## config.mk

```make
export PLATFORM = sky130hd
export DESIGN_NAME = rgb2hsv_iter
export DESIGN_NICKNAME = d
export VERILOG_FILES = /design/src/rtl/rgb2hsv_iter.sv
export SDC_FILE = /design/constraint.sdc
export NUM_CORES = 1
export LEC_CHECK = 0
export BUFFER_PORTS_ARGS = -buffer_cell sky130_fd_sc_hd__buf_2
export CAP_MARGIN = 30
export CORE_MARGIN = 2
export CORE_UTILIZATION = 44
export CTS_BUF_LIST = sky130_fd_sc_hd__clkbuf_4
export DETAILED_ROUTE_END_ITERATION = 10
export MAX_ROUTING_LAYER = met4
export PLACE_DENSITY_LB_ADDON = 0.15
export SYNTH_ARGS = -nofsm -noshare
export SYNTH_HDL_FRONTEND = slang
export SYNTH_SLANG_ARGS = --single-unit
```

## constraint.sdc

```tcl
create_clock -name clk -period 15.5 [get_ports clk]
set_clock_uncertainty 0.2 [all_clocks]
set_input_delay 2.325 -clock clk [delete_from_list [all_inputs] [get_ports clk]]
set_output_delay 2.325 -clock clk [all_outputs]
set_load 0.01 [all_outputs]
```

## src/rtl/rgb2hsv_iter.sv

```systemverilog
// rgb2hsv_iter: iterative RGB to HSV converter, one pixel in flight at a time.
//
// A pixel is accepted in IDLE. CALC finds max/min/delta and builds the two
// dividends. DIV runs two restoring dividers side by side for DATA_W cycles:
//   hue        = 30*|d| / delta
//   saturation = delta*(2^DATA_W-1) / max
// DONE holds the result until the consumer takes it.
// Latency: the result appears DATA_W+2 cycles after the accepting cycle.
// Throughput: one pixel every DATA_W+3 cycles.
//
// Hue is only exact for DATA_W >= 5. The hue quotient can reach 30, and
// DATA_W quotient bits cannot hold 30 when DATA_W = 4.
//
// Ports:
//   clk, rst               clock, synchronous active-high reset
//   in_r/in_g/in_b         RGB channels, DATA_W bits each
//   in_user                sideband tag, USER_W bits
//   in_valid/in_ready      input handshake; in_ready is high only in IDLE
//   out_h                  hue in half-degrees, 0..179
//   out_s/out_v            saturation and value, DATA_W bits each
//   out_user               tag belonging to the pixel on out_*
//   out_valid/out_ready    output handshake; out_valid is high only in DONE
module rgb2hsv_iter #(
    parameter int DATA_W = 8,
    parameter int USER_W = 1
) (
    input  logic              clk,
    input  logic              rst,
    input  logic [DATA_W-1:0] in_r,
    input  logic [DATA_W-1:0] in_g,
    input  logic [DATA_W-1:0] in_b,
    input  logic [USER_W-1:0] in_user,
    input  logic              in_valid,
    output logic              in_ready,
    output logic [7:0]        out_h,
    output logic [DATA_W-1:0] out_s,
    output logic [DATA_W-1:0] out_v,
    output logic [USER_W-1:0] out_user,
    output logic              out_valid,
    input  logic              out_ready
);
    localparam int CNT_W = $clog2(DATA_W);
    localparam logic [CNT_W-1:0] LAST_ITER = CNT_W'(DATA_W - 1);
    localparam logic [1:0] SEL_R = 2'd0;
    localparam logic [1:0] SEL_G = 2'd1;
    localparam logic [1:0] SEL_B = 2'd2;

    typedef enum logic [1:0] {IDLE, CALC, DIV, DONE} state_t;
    state_t state, state_next;

    logic [DATA_W-1:0] pix_r, pix_g, pix_b;
    logic [USER_W-1:0] pix_user;
    logic [1:0]        max_sel;
    logic              hue_neg;
    logic [DATA_W-1:0] div_h, div_s;
    logic [DATA_W-1:0] rem_h, quo_h, rem_s, quo_s;
    logic [CNT_W-1:0]  iter_cnt;
    logic              last_iter;

    logic [DATA_W-1:0]   calc_max, calc_min, calc_delta, calc_absd;
    logic [1:0]          calc_sel;
    logic                calc_neg;
    logic [2*DATA_W-1:0] calc_nh, calc_ns;

    logic [DATA_W:0]   trial_h, trial_s;
    logic              take_h, take_s;
    logic [DATA_W-1:0] step_rem_h, step_quo_h, step_rem_s, step_quo_s;
    logic [7:0]        q8, hue8;

    assign last_iter = (iter_cnt == LAST_ITER);

    // State register.
    always_ff @(posedge clk) begin
        if (rst) state <= IDLE;
        else     state <= state_next;
    end

    // Next state and handshake outputs.
    always_comb begin
        state_next = state;
        in_ready   = 1'b0;
        out_valid  = 1'b0;
        case (state)
            IDLE: begin
                in_ready = 1'b1;
                if (in_valid) state_next = CALC;
            end
            CALC: state_next = DIV;
            DIV:  if (last_iter) state_next = DONE;
            DONE: begin
                out_valid = 1'b1;
                if (out_ready) state_next = IDLE;
            end
            default: state_next = IDLE;
        endcase
    end

    // Find the max channel (ties go to R, then G) and the hue difference d.
    // d is kept as a magnitude plus a sign so the divider can stay unsigned.
    always_comb begin
        calc_sel  = SEL_R;
        calc_max  = pix_r;
        calc_neg  = 1'b0;
        calc_absd = '0;
        if (pix_r >= pix_g && pix_r >= pix_b) begin
            calc_sel  = SEL_R;
            calc_max  = pix_r;
            calc_neg  = pix_g < pix_b;
            calc_absd = calc_neg ? pix_b - pix_g : pix_g - pix_b;
        end else if (pix_g >= pix_b) begin
            calc_sel  = SEL_G;
            calc_max  = pix_g;
            calc_neg  = pix_b < pix_r;
            calc_absd = calc_neg ? pix_r - pix_b : pix_b - pix_r;
        end else begin
            calc_sel  = SEL_B;
            calc_max  = pix_b;
            calc_neg  = pix_r < pix_g;
            calc_absd = calc_neg ? pix_g - pix_r : pix_r - pix_g;
        end
        calc_min = pix_r;
        if (pix_g < calc_min) calc_min = pix_g;
        if (pix_b < calc_min) calc_min = pix_b;
        calc_delta = calc_max - calc_min;
        calc_nh    = (2*DATA_W)'(calc_absd) * (2*DATA_W)'(30);
        // delta*(2^W-1) is computed as (delta << W) - delta.
        calc_ns    = {calc_delta, {DATA_W{1'b0}}} - {{DATA_W{1'b0}}, calc_delta};
    end

    // One restoring-division step for each divider. The dividend's low half
    // shifts out MSB first through quo_*, and quotient bits shift in behind it.
    // Each dividend's upper half is below its divisor, so DATA_W steps are
    // enough for the quotient.
    always_comb begin
        trial_h    = {rem_h, quo_h[DATA_W-1]};
        take_h     = trial_h >= {1'b0, div_h};
        step_rem_h = take_h ? DATA_W'(trial_h - {1'b0, div_h}) : trial_h[DATA_W-1:0];
        step_quo_h = {quo_h[DATA_W-2:0], take_h};
        trial_s    = {rem_s, quo_s[DATA_W-1]};
        take_s     = trial_s >= {1'b0, div_s};
        step_rem_s = take_s ? DATA_W'(trial_s - {1'b0, div_s}) : trial_s[DATA_W-1:0];
        step_quo_s = {quo_s[DATA_W-2:0], take_s};
    end

    // Map the hue quotient (at most 30) onto the 0..179 circle.
    // For R max, a negative d wraps around to 180-q.
    always_comb begin
        q8 = 8'(step_quo_h);
        case (max_sel)
            SEL_G:   hue8 = hue_neg ? 8'd60 - q8 : 8'd60 + q8;
            SEL_B:   hue8 = hue_neg ? 8'd120 - q8 : 8'd120 + q8;
            default: hue8 = (hue_neg && q8 != 8'd0) ? 8'd180 - q8 : q8;
        endcase
    end

    // Datapath: capture, set up the dividers, iterate, and register results.
    // The outputs load on the last DIV step, so they hold steady through DONE.
    always_ff @(posedge clk) begin
        if (rst) begin
            pix_r    <= '0;
            pix_g    <= '0;
            pix_b    <= '0;
            pix_user <= '0;
            max_sel  <= SEL_R;
            hue_neg  <= 1'b0;
            div_h    <= '0;
            div_s    <= '0;
            rem_h    <= '0;
            quo_h    <= '0;
            rem_s    <= '0;
            quo_s    <= '0;
            iter_cnt <= '0;
            out_h    <= '0;
            out_s    <= '0;
            out_v    <= '0;
            out_user <= '0;
        end else begin
            case (state)
                IDLE: begin
                    if (in_valid) begin
                        pix_r    <= in_r;
                        pix_g    <= in_g;
                        pix_b    <= in_b;
                        pix_user <= in_user;
                    end
                end
                CALC: begin
                    max_sel  <= calc_sel;
                    hue_neg  <= calc_neg;
                    div_h    <= calc_delta;
                    div_s    <= calc_max;
                    rem_h    <= calc_nh[2*DATA_W-1:DATA_W];
                    quo_h    <= calc_nh[DATA_W-1:0];
                    rem_s    <= calc_ns[2*DATA_W-1:DATA_W];
                    quo_s    <= calc_ns[DATA_W-1:0];
                    iter_cnt <= '0;
                end
                DIV: begin
                    rem_h    <= step_rem_h;
                    quo_h    <= step_quo_h;
                    rem_s    <= step_rem_s;
                    quo_s    <= step_quo_s;
                    iter_cnt <= iter_cnt + CNT_W'(1);
                    if (last_iter) begin
                        // Grey and black pixels divide by zero. They still take
                        // the full divider time; only the result is forced.
                        out_h    <= (div_h == '0) ? 8'd0 : hue8;
                        out_s    <= (div_h == '0) ? '0 : step_quo_s;
                        out_v    <= div_s;
                        out_user <= pix_user;
                    end
                end
                default: ;
            endcase
        end
    end
endmodule

```

==> out/results.ini, run 1 <==
[synthesis]
yosys_most_used_dff=dfxtp_1
ys_types=84
syn_nets=1396
synth_cells=1231
synth_compound_area_frac=0.238
muxShareOfSynthArea=0.0574
ys_async_sr_fraction=0
synth_top_family_by_area=compound AO/OA/AOI/OAI gates
ys_seq_area_frac=0.221
synthXorXnorAreaFrac=0.0483
yosys_register_bits=106
synth.avg_cell_area_um2=7.81
synth_edf_count=0
synth_fa_ha_area_frac=0.194
yosys.area_share.simple=0.184
syn_area_um2=9610
ys_warn_count=0

[timing]
relSlewSlack=0.346
timing.final.max_slew_violations=0
timing.fmax_mhz=134
hold_viol_final=0
setup_viol=0
fin_crit_sh=0.483
worst_slew_pin_slew_ns=0.981
min_period_ns=7.48
rsz0062_at_grt=no
tns_ns=0

[critical_path]
cp_top_family=compound AO/OA/AOI/OAI gates
crit_top_cell=nor2_1
cp_slowest_cell=nor2_1
rr_worst_depth=25
worst-path-stages=25
cp.arrival_ns=7.67
critPathKind=reg -> reg
slowest_delay_ns=0.72
required_ns=15.69
cp_max_fo=14
start_kind=flop
critPathCaptureType=flop
cp_num_buf_inv=2

[floorplanning]
dieArea_um2=23000
io_pins=56
core_um2=21600
dieHeight_um=152
die_w_um=152
fp-row-count=54
start_util=0.444

[global_routing]
overflow=0
antenna_found_initial=0
grt_pass1_wl_um=44100
grt.total_usage=0.249
grt_pass1_vias=8281
grt_max_degree=56

[routing]
drc=0
via_per_inst=5.60
dr.pass1.iters=5
vias=8602
antenna_left=0
drtIter0Drc=451
avgRoutedWirePerCell_um=17.7
finalWirelength_um=27100

[placed_design]
hpwl_um=21200
gp_congestion=0.917
placed_cell_area_um2=10100
place_inst=1520
placement.io_buffers=55

[clock_network]
post_cts_buffers=0
hold_buffers=0
htree_levels=3
cts_num_sinks=106
cts_resized=0
cts_tree=done
clkLatencyLatePin_ns=0.51
root_buffer=clkbuf_4
cts_made_buffers=9
path_clk_slew_ns=0.19
clock_path_buffers=2

[finish]
multi_input_area_um2=6940
regArea_um2=2120
mostFrequentLayoutCell=nand2_1
final_area_um2=10300
final_cell_mix=nand2_1, nor2_1, a21oi_1
fill_cells=2221
drive_gt1_frac=0.0995
nets=1416
final_util=0.474
area_growth_pct=6.71
fin_cells=1536
diodes=0

[job]
maxCapViolCount=0

[outcome]
status=finished clean

[hold_path]
hold-path-cell-count=2
hold_path_class=reg -> reg

## cell families after synthesis
family,after synthesis
AND/OR/NAND/NOR,393
XOR/XNOR,53
AO/OA/AOI/OAI,347
multiplexers,53
adder cells (fa/ha/maj),136
buffers and inverters,143
flip-flops,106
## flip-flops by register name, summed over array words and instances, names as in the netlist, 3 cells and up
| signal | count |
|---|---|
| div_h | 8 |
| div_s | 8 |
| iter_cnt | 3 |
| out_h | 8 |
| out_s | 8 |
| out_v | 8 |
| pix_b | 8 |
| pix_g | 8 |
| pix_r | 8 |
| quo_h | 8 |
| quo_s | 8 |
| rem_h | 8 |
| rem_s | 8 |
## final timing paths
check / startpoint / slack, ns / end
hold reg to reg: out_s[0] / 0.26 / out_s[0]
setup reg to reg: pix_r[1] / 8.02 / rem_s[5]
hold / removal: out_s[0] / 0.26 / out_s[0]
setup / recovery: pix_r[1] / 8.02 / rem_s[5]
## cell usage after synthesis, drive strengths merged, types with 18 or more instances
cell,n,area [µm²]
a211oi,19,148
a21oi,128,663
clkbuf,45,169
dfxtp,106,2120
fa,22,440
ha,114,1430
inv,86,323
mux2i,36,360
nand2,153,574
nand3,20,100
nor2,129,494
nor3,18,95.1
o21ai,68,355
xnor2,36,315
## metrics by stage
step | setup slack [ns] | hold WS [ns]
floorplan | 9.37 | 0.232
global placement | 8.44 | 0.239
detailed placement | 8.14 | 0.242
CTS | 8.10 | 0.263
global route | 7.31 | 0.289
finish | 8.02 | 0.262
## final cells by class
| cell class | instances | area share |
|---|---|---|
| multi-input combinational | 982 | 0.677 |
| sequential | 106 | 0.207 |
| timing repair buffer | 65 | 0.0351 |
| tap | 280 | 0.0342 |
| inverter | 87 | 0.0318 |
| clock inverter | 7 | 0.00842 |
| clock buffer | 9 | 0.00659 |
## per-layer routing
metal	wire length [µm]	GRT usage	up-vias
li1	-	-	4363
met2	12500	0.402	158
met1	13200	0.340	4059
met5	0	-	-
met4	350	0.0449	0
met3	992	0.0293	22
## worst reg2reg max path, cell delays in order (launching register included)
cell	delay, ns
dfxtp_1	0.53
inv_1	0.21
fa_1	0.47
nand3_1	0.13
a21oi_2	0.08
nor2_1	0.72
mux2i_1	0.27
ha_1	0.38
nand2_1	0.05
o21ai_0	0.28
nor2_1	0.10
nor2_1	0.24
and2_1	0.44
nor2_1	0.07
a21oi_1	0.13
ha_1	0.17
inv_1	0.05
fa_1	0.39
a21o_1	0.18
a21o_1	0.22
a311oi_1	0.63
nand3_1	0.25
a2111oi_0	0.63
nor2_1	0.19
o311ai_1	0.27
a21oi_1	0.10
Power of run 1 is left out: the tool's default activity adds up to more than one toggle a clock period on the data nets, which glitch-free logic cannot reach.
==> run 2: changes to the inputs <==
--- a/config.mk
+++ b/config.mk
@@ -5,6 +5,7 @@
 export SDC_FILE = /design/constraint.sdc
 export NUM_CORES = 1
 export LEC_CHECK = 0
+export ABC_AREA = 1
 export BUFFER_PORTS_ARGS = -buffer_cell sky130_fd_sc_hd__buf_2
 export CAP_MARGIN = 30
 export CORE_MARGIN = 2
==> constraint.sdc (replaced) <==
create_clock -name clk -period 6.75 [get_ports clk]
set_clock_uncertainty 0.2 [all_clocks]
set_input_delay 1.0125 -clock clk [delete_from_list [all_inputs] [get_ports clk]]
set_output_delay 1.0125 -clock clk [all_outputs]
set_load 0.01 [all_outputs]
==> run 2 against run 1 <==
  * Register-to-register slack got worse by 7.3 ns
  * Fmax is 23% higher
  * Via count increased by 1.3%
  * Cell count rose by 4.6%
  * Utilization up 1.0 points
  * Critical path type unchanged
  * Largest cell class unchanged
  * Flip-flop and latch count is the same
  * Routed wire length fell by 2.2%
  * Critical endpoint is now rem_h[4]
  * Count of clock-buffer cells in the layout did not move
  * Critical path depth grew 6
==> out/results.ini, run 2 <==
[outcome]
status=finished clean

[synthesis]
yosys_most_used_dff=dfxtp_1
synth_most_common_cell=nand2_1
yosys_register_bits=106  ; unchanged
syn_nets=1460  ; +4.6%
ys_types=51  ; -39%
synth_edf_count=0  ; unchanged
yosys-top-cells-count=nand2_1, inv_1, a21oi_1
synth.avg_cell_area_um2=7.03  ; -10%
ys_seq_area_frac=0.233  ; +0.0124
ys_warn_count=0  ; unchanged
synthTopCellsByArea=dfxtp_1, ha_1, nand2_1
syn_area_um2=9100  ; -5.3%
synth_cells=1295  ; +5.2%
synth.top_cell.area_share=0.233  ; +0.0124
yosys.area.top_type=dfxtp_1
ys_async_sr_fraction=0  ; unchanged

[floorplanning]
dieHeight_um=148  ; -2.6%
start_util=0.450  ; +0.00528
io_pins=56  ; unchanged
core_um2=20200  ; -6.4%
fp-row-count=52  ; -3.7%
dieArea_um2=21800  ; -5.2%
die_w_um=148  ; -2.6%

[timing]
relSlewSlack=0.421  ; +0.0747
tns_ns=0  ; unchanged
fin_crit_sh=0.898  ; +0.416
min_period_ns=6.06  ; -1.42 ns
rsz0062_at_grt=no
hold_slack_ns=0.275  ; +0.0136 ns
timing.fmax_mhz=165  ; +23%
setup_viol=0  ; unchanged
worst_slew_pin_slew_ns=0.869  ; -0.112 ns
timing.final.max_slew_violations=0  ; unchanged
hold_viol_final=0  ; unchanged

[clock_network]
cts_tree=done
root_buffer=clkbuf_4
path_clk_slew_ns=0.20  ; about the same
cts_num_sinks=106  ; unchanged
clock_path_buffers=2  ; unchanged
clkLatencyLatePin_ns=0.51  ; about the same
htree_levels=3  ; unchanged
cts_made_buffers=9  ; unchanged

[finish]
nets=1494  ; +5.5%
final_area_um2=9800  ; -4.4%
area_growth_pct=7.70
drive_gt1_frac=0.0945  ; -0.00507
fill_cells=2083  ; -6.2%
fin_cells=1606  ; +4.6%
final_cell_mix=nand2_1, inv_1, a21oi_1
regArea_um2=2120  ; unchanged
multi_input_area_um2=6210  ; -11%
mostFrequentLayoutCell=nand2_1

[routing]
drc=0  ; unchanged
via_per_inst=5.42  ; -3.1%
dr.pass1.iters=5  ; unchanged
antenna_left=0  ; unchanged
finalWirelength_um=26500  ; -2.2%
vias=8711  ; +1.3%
avgRoutedWirePerCell_um=16.5  ; -6.4%
drtIter0Drc=487  ; +8.0%

[placed_design]
place_inst=1587  ; +4.4%
placed_cell_area_um2=9620  ; -4.7%
placement.io_buffers=55  ; unchanged
gp_congestion=0.969  ; +5.7%
hpwl_um=20800  ; -2.2%

[critical_path]
critPathCaptureType=flop
start_kind=flop
cp_max_fo=10  ; -4
cp_slowest_cell=fa_1
critPathKind=reg -> reg
cp.arrival_ns=6.30  ; -1.37 ns
rrSetupSlack_ns=0.69  ; -7.33 ns
required_ns=6.99  ; -8.70 ns
crit_top_cell=nand2_1
slowest_delay_ns=0.56  ; -0.16 ns

[global_routing]
grt_max_degree=55  ; -1.8%
grt.total_usage=0.251  ; +0.00195
overflow=0  ; unchanged
grt_pass1_vias=8132  ; -1.8%
grt_pass1_wl_um=42700  ; -3.2%
antenna_found_initial=1  ; +1

[job]
maxCapViolCount=0  ; unchanged

[hold_path]
hold_path_class=reg -> reg

## run 2: cell count changes after synthesis, sizes merged, moves of 26 or more
cell | before | now
a21oi | 128 | 154
nor2 | 129 | 74
nand3 | 20 | 70
nand2 | 153 | 274
o21ai | 68 | 131
inv | 86 | 154
mux2i | 36 | 6
## run 2: critical path, delay by kind of cell, from the launching register on
kind / cells / cell delay (ns)
adder cells (fa/ha/maj): 5 / 1.91
AO/OA/AOI/OAI: 7 / 1.37
buffers and inverters: 5 / 0.61
AND/OR/NAND/NOR: 14 / 1.51
flip-flops: 1 / 0.40
## run 2: cells by family after synthesis
kind of cell	Yosys count	share of synthesized area
compound gates	368	0.232
xor+xnor	27	0.0260
fa+ha+maj	136	0.205
buf+inv	203	0.0852
flops	106	0.233
mux	6	0.00660
simple gates	449	0.212
## run 2: stage by stage
step            util  worst slack [ns]
4_1_cts        0.483             0.559
6_report       0.484             0.687
2_1_floorplan      -              1.20
5_1_grt        0.484            0.0394
3_3_place_gp   0.475             0.765
3_5_place_dp   0.476             0.598
## run 2: area by class of cell
type                       instances  share of cell area
timing repair buffer              68              0.0378
multi-input combinational        986               0.633
sequential                       106               0.217
antenna                            2            0.000511
clock inverter                     7             0.00932
inverter                         158              0.0610
tap                              270              0.0345
clock buffer                       9             0.00689
## run 2: routing by layer
metal	part of all wire	up-vias	track usage
li1	-	4444	-
met1	0.48	3992	0.337
met3	0.039	57	0.0312
met4	0.033	0	0.0910
met5	0	-	-
met2	0.45	218	0.390
## run 2: final timing paths
check                           startpoint        to  cells past startpoint
worst min-delay path              out_h[3]  out_h[3]                      2
worst max-delay path              pix_b[0]  rem_h[4]                     31
worst min register to register    out_h[3]  out_h[3]                      2
worst max register to register    pix_b[0]  rem_h[4]                     31
## run 2: what timing repair did
item	CTS	global route
hold buffers	0	0
setup buffers	0	0
setup endpoints to repair	0	1
resized for setup	0	1
Power of run 2 is left out for the same reason.
==> run 3: changes to the inputs <==
--- a/config.mk
+++ b/config.mk
@@ -8,12 +8,14 @@
 export ABC_AREA = 1
 export BUFFER_PORTS_ARGS = -buffer_cell sky130_fd_sc_hd__buf_2
 export CAP_MARGIN = 30
+export CELL_PAD_IN_SITES_DETAIL_PLACEMENT = 1
+export CELL_PAD_IN_SITES_GLOBAL_PLACEMENT = 2
 export CORE_MARGIN = 2
-export CORE_UTILIZATION = 44
+export CORE_UTILIZATION = 33
 export CTS_BUF_LIST = sky130_fd_sc_hd__clkbuf_4
 export DETAILED_ROUTE_END_ITERATION = 10
 export MAX_ROUTING_LAYER = met4
-export PLACE_DENSITY_LB_ADDON = 0.15
+export PLACE_DENSITY = 0.91
 export SYNTH_ARGS = -nofsm -noshare
 export SYNTH_HDL_FRONTEND = slang
 export SYNTH_SLANG_ARGS = --single-unit
==> run 3 against run 2 <==
  * Hold slack better by 0.00098 ns
  * Routed wire length up 15%
  * Via count grew 2.8%
  * Critical path type unchanged
  * Utilization decreased by 12 points
  * Cell area rose by 0.84%
  * First-iteration DRC count up 2.7%
  * Fmax is 2.1% lower
==> out/results.ini, run 3 (synthesis results as in run 2) <==
[outcome]
status=finished clean

[critical_path]
start_kind=flop
cp_slowest_cell=fa_1
critPathCaptureType=flop
slowest_delay_ns=0.58  ; +0.02 ns
cp.arrival_ns=6.44  ; +0.14 ns
crit_top_cell=nand2_1
cp_max_fo=10  ; unchanged
rr_worst_depth=31  ; unchanged
required_ns=7.00  ; about the same
critPathKind=reg -> reg

[clock_network]
htree_levels=3  ; unchanged
root_buffer=clkbuf_4
cts_tree=done
hold_buffers=0  ; unchanged
clock_path_buffers=2  ; unchanged
post_cts_buffers=0  ; unchanged
clkLatencyLatePin_ns=0.52  ; about the same
path_clk_slew_ns=0.21  ; about the same
cts_num_sinks=106  ; unchanged
cts_made_buffers=9  ; unchanged

[routing]
antenna_left=0  ; unchanged
route.met2.wl_um=14500  ; +22%
routed-wl-met3_um=997  ; -3.3%
drtIter0Drc=500  ; +2.7%
via_per_inst=5.34  ; -1.5%
finalWirelength_um=30500  ; +15%
wl_met1_um=14500  ; +13%
vias=8952  ; +2.8%
drc=0  ; unchanged
dr.pass1.iters=5  ; unchanged
avgRoutedWirePerCell_um=18.2  ; +10%
routed.top_layer=met4

[timing]
setup_viol=0  ; unchanged
rsz0062_at_grt=no
fin_crit_sh=0.918  ; +0.0193
timing.fmax_mhz=161  ; -2.1%
hold_viol_final=0  ; unchanged
worst_slew_pin_slew_ns=0.937  ; +0.0687 ns
timing.final.max_slew_violations=0  ; unchanged
tns_ns=0  ; unchanged
min_period_ns=6.19  ; +0.130 ns
relSlewSlack=0.374  ; -0.0467

[global_routing]
overflow=0  ; unchanged
grt.total_usage=0.223  ; -0.0284
antenna_found_initial=1  ; unchanged
grt_max_degree=55  ; unchanged
grt_pass1_wl_um=49500  ; +16%
grt_pass1_vias=9238  ; +14%

[floorplanning]
core_um2=27000  ; +34%
dieHeight_um=170  ; +15%
start_util=0.337  ; -0.113
dieArea_um2=28900  ; +32%
die_w_um=170  ; +15%
io_pins=56  ; unchanged
fp-row-count=60  ; +15%

[placed_design]
gp_congestion=0.957  ; -1.2%
placement.io_buffers=55  ; unchanged
place_inst=1658  ; +4.5%
hpwl_um=24100  ; +16%

[finish]
final_cell_mix=nand2_1, inv_1, a21oi_1
mostFrequentLayoutCell=nand2_1
area_growth_pct=8.61
nets=1493  ; -0.067%
fin_cells=1675  ; +4.3%
drive_gt1_frac=0.0960  ; +0.00157
fill_cells=3481  ; +67%

[hold_path]
hold-path-cell-count=2  ; unchanged
hold_path_class=reg -> reg

[job]
maxCapViolCount=0  ; unchanged

-- run 3: area by class of cell --
| cell class | instances | area [µm²] | area share |
|---|---|---|---|
| clock buffer | 9 | 67.6 | 0.00684 |
| inverter | 158 | 598 | 0.0605 |
| antenna | 1 | 2.50 | 0.000253 |
| tap | 341 | 427 | 0.0432 |
| multi-input combinational | 986 | 6210 | 0.629 |
| clock inverter | 7 | 83.8 | 0.00848 |
| sequential | 106 | 2120 | 0.215 |
| timing repair buffer | 67 | 365 | 0.0370 |
-- run 3: worst paths after layout --
kind	start	endpoint	slack (ns)
setup reg to reg	pix_b[0]	rem_h[4]	0.56
hold / removal	out_h[6]	out_h[6]	0.28
setup / recovery	pix_b[0]	rem_h[4]	0.56
hold reg to reg	out_h[6]	out_h[6]	0.28
-- run 3: timing repair --
item,4_1_cts,5_1_grt
resized for setup,0,6
setup endpoints to repair,0,2
endpoints found under the hold margin,0,0
-- run 3: worst max-delay path: cells and delay by family (launching register included) --
family | cells | cell delay (ns)
compound gates | 7 | 1.32
flops | 1 | 0.39
buf+inv | 5 | 0.69
simple gates | 14 | 1.56
fa+ha+maj | 5 | 1.96
-- run 3: per-stage QoR --
step                      hold WS (ns)   util  setup WS (ns)  area (µm²)
final                            0.276  0.366          0.556        9880
after global routing             0.289  0.366         0.0117        9880
after CTS                        0.276  0.365          0.314        9870
after detailed placement         0.252  0.359          0.377        9710
after global placement           0.251  0.359          0.390        9710
after floorplan                  0.245      -           1.20        9100
-- run 3: routing by layer --
metal,GRT usage,up-vias
met5,-,-
met4,0.0494,0
met3,0.0230,36
met2,0.374,159
met1,0.289,4313
li1,-,4444
Power of run 3 is left out for the same reason.
